## src/rtl/nim_pkg.sv

```systemverilog
`default_nettype none
//------------------------------------------------------------------------------
// Module : nim_pkg
// Brief  : Shared types and defaults for the Nim move controller.
// Rev    : 1.0
//------------------------------------------------------------------------------
package nim_pkg;

   localparam int NUM_PILES_DEF = 3;
   localparam int PILE_W_DEF    = 4;

   // Pile 0 sits in the least significant nibble: piles {3,5,7}.
   localparam logic [NUM_PILES_DEF*PILE_W_DEF-1:0] INIT_PILES_DEF = 12'h753;

   typedef logic [1:0] pile_idx_t;

   typedef enum logic [2:0] {
      ST_IDLE   = 3'd0,
      ST_CHECK  = 3'd1,
      ST_SUB    = 3'd2,
      ST_COMMIT = 3'd3,
      ST_DONE   = 3'd4
   } state_t;

endpackage : nim_pkg
`default_nettype wire

```

## src/rtl/pile_subtractor.sv

```systemverilog
`default_nettype none
//------------------------------------------------------------------------------
// Module : pile_subtractor
// Brief  : Combinational a - b with borrow out; the controller's single
//          arithmetic resource, shared by all piles through a select mux.
// Rev    : 1.0
//------------------------------------------------------------------------------
module pile_subtractor #(
   parameter int PILE_W = 4
) (
   input  logic [PILE_W-1:0] i_a,
   input  logic [PILE_W-1:0] i_b,
   output logic [PILE_W-1:0] o_diff,
   output logic              o_borrow
);

   logic [PILE_W:0] w_full;

   // Extend by one bit so the MSB of the result is the borrow.
   always_comb begin
      w_full   = {1'b0, i_a} - {1'b0, i_b};
      o_diff   = w_full[PILE_W-1:0];
      o_borrow = w_full[PILE_W];
   end

endmodule : pile_subtractor
`default_nettype wire

```

## src/rtl/nim_move_controller.sv

```systemverilog
`default_nettype none
//------------------------------------------------------------------------------
// Module : nim_move_controller
// Brief  : Accepts, validates and applies one Nim move at a time, alternates
//          the player and detects end of game.
// Rev    : 1.0
//------------------------------------------------------------------------------
module nim_move_controller
   import nim_pkg::*;
#(
   parameter int                            NUM_PILES  = NUM_PILES_DEF,
   parameter int                            PILE_W     = PILE_W_DEF,
   parameter logic [NUM_PILES*PILE_W-1:0]   INIT_PILES = INIT_PILES_DEF
) (
   input  logic                          clk,
   input  logic                          reset,
   input  logic                          new_game,
   input  logic                          move_valid,
   input  logic [1:0]                    pile_sel,
   input  logic [PILE_W-1:0]             take_amt,
   output logic                          move_ready,
   output logic                          move_ok,
   output logic                          move_err,
   output logic                          player,
   output logic [NUM_PILES*PILE_W-1:0]   piles,
   output logic                          game_over,
   output logic                          winner
);

   state_t            r_state;
   logic [PILE_W-1:0] r_piles [NUM_PILES];
   pile_idx_t         r_sel;
   logic [PILE_W-1:0] r_amt;
   logic [PILE_W-1:0] r_diff;
   logic              r_err;
   logic              r_player;
   logic              r_game_over;
   logic              r_winner;

   logic [PILE_W-1:0] w_cur;
   logic              w_sel_ok;
   logic [PILE_W-1:0] w_diff;
   logic              w_borrow;
   logic              w_reject;
   logic              w_all_zero;

   // Select the addressed pile; out-of-range selects read as zero.
   always_comb begin
      w_cur    = '0;
      w_sel_ok = 1'b0;
      for (int i = 0; i < NUM_PILES; i++) begin
         if (r_sel == pile_idx_t'(i)) begin
            w_cur    = r_piles[i];
            w_sel_ok = 1'b1;
         end
      end
   end

   pile_subtractor #(
      .PILE_W (PILE_W)
   ) u_sub (
      .i_a      (w_cur),
      .i_b      (r_amt),
      .o_diff   (w_diff),
      .o_borrow (w_borrow)
   );

   // A borrow in CHECK means take_amt exceeds the pile count.
   always_comb begin
      w_reject = !w_sel_ok || (r_amt == '0) || w_borrow;
   end

   // End-of-game test on the pile values as they will be after the commit.
   always_comb begin
      w_all_zero = 1'b1;
      for (int i = 0; i < NUM_PILES; i++) begin
         if (((r_sel == pile_idx_t'(i)) ? r_diff : r_piles[i]) != '0) begin
            w_all_zero = 1'b0;
         end
      end
   end

   // Move sequencer and pile/player state.
   always_ff @(posedge clk) begin
      if (reset || new_game) begin
         r_state     <= ST_IDLE;
         r_sel       <= '0;
         r_amt       <= '0;
         r_diff      <= '0;
         r_err       <= 1'b0;
         r_player    <= 1'b0;
         r_game_over <= 1'b0;
         r_winner    <= 1'b0;
         for (int i = 0; i < NUM_PILES; i++) begin
            r_piles[i] <= INIT_PILES[i*PILE_W +: PILE_W];
         end
      end else begin
         r_err <= 1'b0;
         case (r_state)
            ST_IDLE: begin
               if (move_valid) begin
                  r_sel   <= pile_sel;
                  r_amt   <= take_amt;
                  r_state <= ST_CHECK;
               end
            end
            ST_CHECK: begin
               if (w_reject) begin
                  r_err   <= 1'b1;
                  r_state <= ST_IDLE;
               end else begin
                  r_state <= ST_SUB;
               end
            end
            ST_SUB: begin
               assert (!w_borrow);
               r_diff  <= w_diff;
               r_state <= ST_COMMIT;
            end
            ST_COMMIT: begin
               for (int i = 0; i < NUM_PILES; i++) begin
                  if (r_sel == pile_idx_t'(i)) begin
                     r_piles[i] <= r_diff;
                  end
               end
               if (w_all_zero) begin
                  r_winner    <= r_player;
                  r_game_over <= 1'b1;
                  r_state     <= ST_DONE;
               end else begin
                  r_player <= ~r_player;
                  r_state  <= ST_IDLE;
               end
            end
            ST_DONE: begin
               r_state <= ST_DONE;
            end
            default: begin
               r_state <= ST_IDLE;
            end
         endcase
      end
   end

   // Flatten pile registers onto the output bus, pile 0 in the LSBs.
   generate
      for (genvar g = 0; g < NUM_PILES; g++) begin : g_pack
         assign piles[g*PILE_W +: PILE_W] = r_piles[g];
      end
   endgenerate

   // A restart landing in COMMIT aborts the move, so suppress its pulse.
   always_comb begin
      move_ready = (r_state == ST_IDLE);
      move_ok    = (r_state == ST_COMMIT) && !reset && !new_game;
      move_err   = r_err;
      player     = r_player;
      game_over  = r_game_over;
      winner     = r_winner;
   end

endmodule : nim_move_controller
`default_nettype wire

```

## config.mk

```make
export PLATFORM = sky130hd
export DESIGN_NAME = nim_move_controller
export DESIGN_NICKNAME = d
export VERILOG_FILES = /design/src/rtl/nim_pkg.sv /design/src/rtl/pile_subtractor.sv /design/src/rtl/nim_move_controller.sv
export SDC_FILE = /design/constraint.sdc
export NUM_CORES = 1
export LEC_CHECK = 0
export ABC_AREA = 1
export CAP_MARGIN = 20
export CORE_MARGIN = 1.5
export CORE_UTILIZATION = 40
export CTS_CLUSTER_DIAMETER = 30
export DETAILED_ROUTE_END_ITERATION = 6
export GPL_ROUTABILITY_DRIVEN = 1
export PLACE_DENSITY = 0.75
export SLEW_MARGIN = 20
export SYNTH_ARGS = -nofsm -noshare
export SYNTH_HDL_FRONTEND = slang
export SYNTH_SLANG_ARGS = --single-unit
```

## constraint.sdc

```tcl
create_clock -name clk -period 3.2 [get_ports clk]
set_input_delay 0.64 -clock clk [delete_from_list [all_inputs] [get_ports clk]]
set_output_delay 0.64 -clock clk [all_outputs]
set_load 0.02 [all_outputs]
```

* Word level (Yosys, flattened, before mapping)
Memory sizes are Yosys's and may differ from the RTL's.
Cells that the tools add are included.
** Word-level totals
- Register bits after elaboration :: 17
- RAM bits :: 12
- Bits of input ports :: 10
- Output and inout bits :: 18
- Word-level logic and storage cells :: 74
- Memories :: 1
** Cells by class
- Add/subtract/negate cells :: 1
- Equality and inequality tests :: 7
- Muxes and demuxes :: 33
- Bitwise gates (word level) :: 6
- Reductions and logical operators :: 18
** Memory list
- r_piles :: depth 3, width 4, read ports 3, clocked after Yosys merged registers in 0, wr ports 3, RTL line nim_move_controller.sv:31 : logic [PILE_W-1:0] r_piles [NUM_PILES];
** Operator list (number)
- $mux W4 :: 9
- $mux W1 :: 20
- $pmux W3 S5 :: 1
- $reduce_bool A4 Y1 :: 3
- $eq A3 B2 Y1 const B :: 2
- $mux W3 :: 2
- $reduce_and A2 Y1 :: 3
- $sub A4 B4 Y5 :: 1
- $logic_not A4 Y1 :: 1
- $eq A3 B1 Y1 const B :: 1
- $eq A3 B3 Y1 const B :: 1
- $logic_not A1 Y1 :: 3
- $logic_not A3 Y1 :: 1
- $logic_or A1 B1 Y1 :: 3
- $not A1 Y1 :: 3
- $or A1 B1 Y1 :: 3
- $eq A2 B1 Y1 const B :: 1
- $eq A2 B2 Y1 const B :: 1
- $logic_and A1 B1 Y1 :: 2
- $logic_not A2 Y1 :: 1
- $mux W2 :: 1
- $ne A2 B2 Y1 const B :: 1
- $reduce_or A2 Y1 :: 1

* Depth between registers and ports, before layout
- Depth after elaboration :: 9
- Depth in mapped cells :: 13
- Depth with buffers taken out :: 13

* Modules after synthesis
From an unflattened synthesis, not the netlist that was laid out.
** Unflattened totals
- Cells, all modules :: 176
- Area total of the unflattened synthesis :: 1396.3 um^2
** Modules (own cells, without submodules)
- nim_move_controller :: instances 1, cells an instance 154, area an instance 1252.5 um^2, seq. area each 700.7 um^2
- pile_subtractor :: instances 1, cells an instance 22, area an instance 143.9 um^2, seq. area each 0.0 um^2

* Worst setup path after synthesis
No wires, ideal clock.
- Kind :: input-to-output
- Start point :: input port new_game
- End point :: output port move_ok
- Arrival :: 1.221 ns
- Required time :: 2.560 ns
- Path slack :: 1.339 ns
- Stages :: 3
- Buffers on the path :: 0
- Cell sequence :: nor2_2 -> inv_2 -> nor3_2
** On the way
- Word-level cells in the longest chain between the ends :: 2
** RTL lines
- from (decl) :: RTL line nim_move_controller.sv:17 : input logic new_game,
- $logic_not A1 Y1 :: RTL line nim_move_controller.sv:155 : move_ok = (r_state == ST_COMMIT) && !reset && !new_game;
- $logic_and A1 B1 Y1 :: RTL line nim_move_controller.sv:155
- to (decl) :: RTL line nim_move_controller.sv:22 : output logic move_ok,
No other way between the ends.

* Worst setup path after layout
Same ends and word-level chain as after synthesis.

==> impl_metrics.json <==
{
  "io_pins": 28,
  "yosys_warnings": 0,
  "clkTransAtPathRegs_ps": 80,
  "avgSynthCellArea_um2": 8.279,
  "synth_seq_cells": 29,
  "cts_tree": "built",
  "finalSetupTns_ps": 0,
  "synth_cells": 167,
  "synth_cell_types": 25,
  "cp_top_family": "buffers and inverters",
  "dr.pass1.iters": 4,
  "slew-limit-headroom": 0.5833,
  "drive_gt1_frac": 0.07960,
  "hold_depth": 2,
  "via_per_inst": 4.571,
  "mostFrequentLayoutCell": "nand2_1",
  "antenna-diode-count": 0,
  "syn-num-nets": 182,
  "clock_tree.root_cell": "clkbuf_4",
  "ys_seq_area_frac": 0.5068,
  "area_growth_pct": 26.79,
  "antenna_found_initial": 0,
  "skew_ps": 4.224,
  "drv_slew": 0,
  "final_cell_mix": "nand2_1 (30), clkdlybuf4s50_1 (27), inv_1 (24), a21oi_1 (21), nor2_1 (21)",
  "grt_max_degree": 15,
  "ir_drop_v": 0.0002072,
  "nNetsFinal": 215,
  "leakage_nw": 0.6933,
  "cts_buffers": 5,
  "postPlaceCellArea_mm2": 0.001703,
  "worstSetupPathType": "in2out",
  "finalWirelength_mm": 2.635,
  "r2r_cells": 13,
  "synth_top_area_share": 0.2606,
  "grt_use_total": 0.1619,
  "hold_end": "game_over$_SDFFE_PP0P_",
  "critPathLaunch": "new_game",
  "crit_fanout": 6,
  "rr_endpoint": "move_err$_SDFF_PP0_",
  "min_period_ps": 2732,
  "ant_nets": 0,
  "instances_no_fill": 247,
  "final_cell_area_mm2": 0.001753,
  "hold_class": "reg2reg",
  "drcViolationCount": 0,
  "vias": 1129,
  "r2r_setup_slack_ps": 1080,
  "dp_hpwl_mm": 2.123,
  "arrival_ps": 2090,
  "finalSetupViolCount": 0,
  "cts_resized": 0,
  "fillers": 330,
  "dp_cells": 239,
  "whs_ps": 453.5,
  "grt_pass1_vias": 1051,
  "hold_viol_final": 0,
  "cts_buffer_depth": 2,
  "clk_latency_ps": 330,
  "tightest_slew_ps": 618.6,
  "drt_iter0_drc": 32,
  "outcome": "finished, final reports clean",
  "start_util": 0.4143,
  "maxCapViolCount": 0,
  "cpPeakStageDelay_ps": 640,
  "routedWlPerCell_um": 10.67,
  "cts_setup_buffers": 0,
  "netlist_area_mm2": 0.001383,
  "p_per_area_mw_per_mm2": 390.5,
  "cpMostUsedCell": "clkdlybuf4s50_1",
  "crit_path_end_kind": "primary output",
  "worst_setup_path_start_kind": "input port",
  "die_w_um": 61.79,
  "die-area_mm2": 0.003818,
  "fmax_ghz": 0.3660,
  "hold_buffers": 0,
  "portBuffers": 27,
  "required_ps": 2560,
  "path_buf_inv": 3,
  "critPathSlowestCell": "clkdlybuf4s50_1",
  "r2r-start": "r_sel[0]$_SDFFE_PP0P_",
  "final.period_utilization": 0.8538,
  "yosys.area.top_type": "edfxtp_1",
  "synthTopCellsByArea": "edfxtp_1 (26%), dfxtp_1 (25%), nand2_1 (8.1%)",
  "ctsHtreeMaxLevel": 2,
  "crit_chain": "clkdlybuf4s50_1 -> nor2_2 -> inv_2 -> nor3_2 -> clkdlybuf4s50_1",
  "gr-total-overflow": 0,
  "rsz0062_at_grt": "no",
  "grt_first_pass_wirelength_mm": 4.305,
  "core_area_mm2": 0.003337,
  "clock_sinks": 29,
  "die_h_um": 61.79,
  "num_rows": 21,
  "gp_congestion": 0.8245,
  "hp-start": "game_over$_SDFFE_PP0P_"
}
per-layer routing:
metal	vias to the layer above	global-route usage	routed length [um]
met4	0	0.07295	56
met5	-	0	0
li1	610	-	-
met3	5	0.05590	106
met2	26	0.2647	1212
met1	488	0.1925	1259
report_power, final:
group | internal (mW) | switching, mW
combinational | 0.0382 | 0.0490
sequential | 0.391 | 0.00513
clock | 0.0791 | 0.122
through the flow:
step           power (mW)    util  setup slack (ps)
2_1_floorplan      0.4612       -              1339
3_3_place_gp       0.4901  0.5103             462.9
3_5_place_dp       0.4925  0.5103             444.7
4_1_cts            0.6951  0.5253             444.7
5_1_grt            0.7196  0.5253             366.4
6_report           0.6846  0.5253             467.8
worst max path at each step:
stage | cells past startpoint | endpoint
finish | 5 | move_ok
global route | 5 | move_ok
CTS | 5 | move_ok
detailed placement | 5 | move_ok
global placement | 5 | move_ok
floorplan | 3 | move_ok
synthesized netlist by cell type:
library cell and instances:
a21oi_1 21, a22o_1 2, buf_6 1, clkbuf_1 1, dfxtp_1 17, edfxtp_1 12
fa_1 1, ha_1 4, inv_1 24, inv_2 2, nand2_1 30, nand2_2 2
nand3_1 3, nand3b_1 1, nand4_1 1, nor2_1 21, nor2_2 3, nor2_4 1
nor3_2 1, o21ai_0 11, o21ai_1 4, o21bai_1 1, o22ai_1 1, or2_1 1
xor2_1 1
worst min-delay path: stages, from the launching register on:
cell     delay [ps]
dfxtp_1         310
inv_1            50
a21oi_1          50
kinds of logic (layout without fill, tap and decap cells):
family / count (synthesis) / after routing / share of synthesized area
xor+xnor: 1 / 1 / 0.006336
fa+ha+maj: 5 / 5 / 0.05068
flops: 29 / 29 / 0.5068
buf+inv: 28 / 62 / 0.08145
simple gates: 64 / 64 / 0.2018
compound gates: 40 / 40 / 0.1529
area by class of cell:
type                            instances  area, um^2  share of cell area
Sequential cell                        29       700.7              0.3997
Timing Repair Buffer                   28       277.8              0.1585
Clock inverter                          3       12.51            0.007138
Multi-Input combinational cell        110       569.3              0.3248
Clock buffer                            5       37.54             0.02141
Inverter                               26       97.59             0.05567
Tap cell                               46       57.56             0.03283
registers in the layout, summed over array words and instances (netlist names):
name       cells
r_piles       12
r_amt          4
move_err       1
r_state        3
r_sel          2
r_diff         4
player         1
game_over      1
winner         1
(Power assumes the default switching activity.)
==> variant 1 (same settings) <==
The 5 states of `state_t` get a Gray code encoding in 3 bits.
--- a/src/rtl/nim_pkg.sv
+++ b/src/rtl/nim_pkg.sv
@@ -17,7 +17,7 @@
    typedef enum logic [2:0] {
-      ST_IDLE   = 3'd0,
-      ST_CHECK  = 3'd1,
-      ST_SUB    = 3'd2,
-      ST_COMMIT = 3'd3,
-      ST_DONE   = 3'd4
+      ST_IDLE   = 3'b000,
+      ST_CHECK  = 3'b001,
+      ST_SUB    = 3'b011,
+      ST_COMMIT = 3'b010,
+      ST_DONE   = 3'b110
    } state_t;
Formal check against the unedited RTL: no difference found for any inputs over 10 cycles, from zero or initial values; not proved beyond that.
==> variant 1 against the original RTL <==
- synthesized cell count up 4.8%
- non-clock buffer count unchanged
- sequential cell count unchanged
- setup slack better by 0.028 ns
- power up 4.8%
- routed wire length up 11%
- design area up 1.2%
- area after synthesis up 0.45%
- sequential share of layout area down 0.48 points
==> variant 1: results (changes against the original RTL) <==
Detailed routing
  • Initial DRC Count: 126 (+290%)
  • DRT met1 WL: 1230 um (-2.0%)
  • Met2 routed WL: 1400 um (+16%)
  • DR vias/cell: 4.84 (+5.8%)
  • Vias: 1233 (+9.2%)
  • Post-Route WL: 2940 um (+11%)
  • Top Layer Used: met4
  • WL met3: 248 um (+130%)

Synthesis
  • Synth Area per Inst: 7.94 um^2 (-4.1%)
  • Post-synth EDFFs: 12 (unchanged)
  • Synth cell types: 24 (-4.0%)
  • Xor and xnor fraction of the mapped netlist area: 0.631% (-0.0029 points)
  • Async SR Flop Fraction: 0% (unchanged)
  • Post-synthesis compound-gate area fraction: 11.7% (-3.6 points)
  • Mapped Nets: 190 (+4.4%)
  • Top post-synthesis cells by area: edfxtp_1, dfxtp_1, nand2_1
  • Top FF cell, synth: dfxtp_1
  • Post-Synth Adder-Cell Area: 5.05% (-0.023 points)
  • Most common library cells after synthesis: nand2_1, nor2_1, inv_1, dfxtp_1, a21oi_1
  • Register area share after synthesis: 50.5% (-0.23 points)

Critical path
  • CP max stage delay: 0.61 ns (-0.03 ns)
  • CP Data Arrival Time: 2.06 ns (-0.03 ns)
  • CP max FO: 8 (+2)

Timing
  • Slew @ Worst Pin: 0.612 ns (-0.00667 ns)
  • Setup Skew: 0.00991 ns (+0.00569 ns)

Cells and area
  • Nets: 223 (+3.7%)
  • Share of layout cells above drive strength 1: 7.18% (-0.78 points)

Global routing
  • GRT Resource Usage Total: 17.4% (+1.2 points)
  • Initial antenna violation count: 0 (unchanged)
  • Met3 Usage GRT: 3.93% (-1.7 points)
  • Vias in the first global route: 1073 (+2.1%)
  • Met1 usage in global routing: 20.9% (+1.7 points)
  • Met2 Usage GRT: 28.6% (+2.1 points)
  • First-pass GRT wire length: 4610 um (+7.1%)
  • Largest net degree at the start of global routing: 14 (-1)

Pwr
  • Combinational cell power: 0.0945 mW (+8.4%)
  • Seq pwr share: 55.5% (-2.3 points)
  • Pint: 0.535 mW (+5.2%)
  • Net Sw Power: 0.183 mW (+3.7%)
  • Leak pwr: 0.708 nW (+2.1%)
  • Maximum vdd drop: 0.244 mV (+18%)

Clock tree
  • Clock root buffer: clkbuf_4
  • CTS Buf Count: 5 (unchanged)
  • Htree depth: 2 (unchanged)
  • Clock Tree Buf Depth: 2 (unchanged)

Placement
  • Post-placement cell area: 0.00171 mm^2 (+0.66%)
  • Global placer's final weighted congestion: 0.892 (+8.1%)
  • Hpwl dp: 2230 um (+4.9%)
  • Placed Cells: 247 (+3.3%)
  • Pre-CTS setup slack: 0.494 ns (+0.0492 ns)

Status
  • Outcome: complete, no violations
variant 1: cell count changes in the layout (fill, tap and decap cells not counted), sizes merged, moves of 2 or more:
cell	delta
nand3	+8
nor2	+4
o21ai	-3
nand2	+7
a21oi	-6
a22o	-2
inv	-2
variant 1: cell type report:
class / instances / area [um^2]
fillers: 317 / 1560
inverters: 24 / 90.1
well taps: 46 / 57.6
flip-flops and latches: 29 / 701
clock buffers: 6 / 51.3
repair buffers: 28 / 278
multi-input cells: 120 / 588
clock inverters: 2 / 8.76
variant 1: cell families after synthesis:
family,count (synthesis)
and+or+nand+nor,83
buffers and inverters,26
DFF,29
xor gates and xnor gates,1
AOI/OAI and AO/OA,31
adders and majority gates,5
variant 1: worst paths after layout:
| path | startpoint | to | depth (start not counted) | slack (ns) |
|---|---|---|---|---|
| max | new_game | move_ok | 5 | 0.50 |
| min | game_over | game_over | 2 | 0.45 |
| max reg2reg | r_sel[0] | r_state[1] | 15 | 0.90 |
| min reg2reg | game_over | game_over | 2 | 0.45 |
==> variant 2 (same settings) <==
Without the edit above. `NUM_PILES_DEF`: 3 -> 6.
--- a/src/rtl/nim_pkg.sv
+++ b/src/rtl/nim_pkg.sv
@@ -8,3 +8,3 @@
 
-   localparam int NUM_PILES_DEF = 3;
+   localparam int NUM_PILES_DEF = 6;
    localparam int PILE_W_DEF    = 4;
Interface: changed (resized piles); port bits go from 28 to 40. No check against the original RTL was run, so the function may have changed too.
==> variant 2 against the original RTL <==
- power rose by 47%
- routed wire length rose by 60%
- worst hold slack improved by 0.013 ns
- sequential cell count rose by 8
- design area rose by 35%
- register-to-register slack got worse by 0.29 ns
- area after synthesis rose by 34%
- setup slack got worse by 0.13 ns
- critical path type unchanged
- largest power group unchanged
==> variant 2: results (changes against the original RTL) <==
Synthesis
  • Most common library cells after synthesis: nor2_1, nand2_1, inv_1, edfxtp_1, a21oi_1
  • Async SR Flop Fraction: 0% (unchanged)
  • Top post-synthesis cells by area: edfxtp_1, dfxtp_1, nor2_1
  • Register area share after synthesis: 50.8% (+0.098 points)
  • Post-synth EDFFs: 20 (+8)
  • Synth cell types: 33 (+32%)

Clock tree
  • Worst-path clk slew: 0.07 ns
  • Clock root buffer: clkbuf_8
  • Htree depth: 2 (unchanged)

Placement
  • Hpwl dp: 3260 um (+53%)
  • # port buffers: 39 (+44%)
  • Global placer's final weighted congestion: 0.882 (+7.0%)

Cells and area
  • Share of layout cells above drive strength 1: 10.0% (+2.1 points)
  • Nets: 273 (+27%)
  • # fillers: 407 (+23%)

Status
  • Outcome: complete, no violations

Detailed routing
  • DR vias/cell: 5.07 (+11%)
  • Initial DRC Count: 127 (+300%)
  • Routed WL per cell: 13.6 um (+27%)

Timing
  • Slew @ Worst Pin: 0.809 ns (+0.190 ns)
  • Setup Skew: 0.00593 ns (+0.00171 ns)

Pwr
  • Leak pwr: 0.870 nW (+26%)
  • Maximum vdd drop: 0.184 mV (-11%)
  • Net Sw Power: 0.246 mW (+39%)

Global routing
  • First-pass GRT wire length: 6840 um (+59%)
  • GRT Resource Usage Total: 17.7% (+1.5 points)

Critical path
  • CP max FO: 8 (+2)
  • CP Data Arrival Time: 2.23 ns (+0.14 ns)

Floorplanning
  • Die width: 71.1 um (+15%)
-- variant 2: metrics by stage --
step / utilization [%] / total power, mW / worst slack [ns] / area, um^2 / std cells
2_1_floorplan: - / 0.614 / 1.18 / 1850 / 218
3_5_place_dp: 51.3 / 0.662 / 0.337 / 2270 / 303
5_1_grt: 53.6 / 1.05 / 0.259 / 2370 / 311
4_1_cts: 53.6 / 1.01 / 0.339 / 2370 / 311
6_report: 53.6 / 1.01 / 0.333 / 2370 / 311
3_3_place_gp: 51.3 / 0.658 / 0.348 / 2270 / 303
-- variant 2: kinds of logic after synthesis --
logic type,count (synthesis),share of synthesized area (%)
xor+xnor,2,0.945
fa+ha+maj,5,3.78
compound gates,45,13.4
flops,37,50.8
simple gates,92,22.1
buf+inv,37,8.91
-- variant 2: path summary, 6_finish.rpt --
check	start	endpoint	slack [ns]	cells past startpoint
worst max-delay path	new_game	move_ok	0.33	5
worst min-delay path	game_over	game_over	0.47	2
worst max register to register	r_sel[1]	r_state[1]	0.79	10
worst min register to register	game_over	game_over	0.47	2
-- variant 2: cell type report --
class	count	share of cell area, %
Clock buffer	7	4.07
Clock inverter	1	0.211
Inverter	30	4.86
Multi-Input combinational cell	144	31.6
Sequential cell	37	39.7
Tap cell	52	2.75
Timing Repair Buffer	40	16.8
-- variant 2: power groups by stage --
| stage | Clock, mW | Combinational, mW | Sequential (mW) |
|---|---|---|---|
| finish | 0.355 | 0.129 | 0.523 |
| global route | 0.379 | 0.142 | 0.524 |
| CTS | 0.361 | 0.129 | 0.523 |
| detailed placement | 0 | 0.129 | 0.533 |
| global placement | 0 | 0.125 | 0.533 |
| floorplan | 0 | 0.0753 | 0.538 |
-- variant 2: worst max-delay path, delay by kind of cell --
family,cells,cell delay (ns)
buffers and inverters,3,1.21
and+or+nand+nor,2,0.38
-- variant 2: metal layers --
layer  track usage (%)  vias to the layer above  part of all wire, %
met5                 0                        -                    0
met4              6.29                        0                  1.4
met3              4.27                        4                  5.0
met2              28.9                       51                   47
met1              23.1                      726                   47
li1                  -                      796                    -
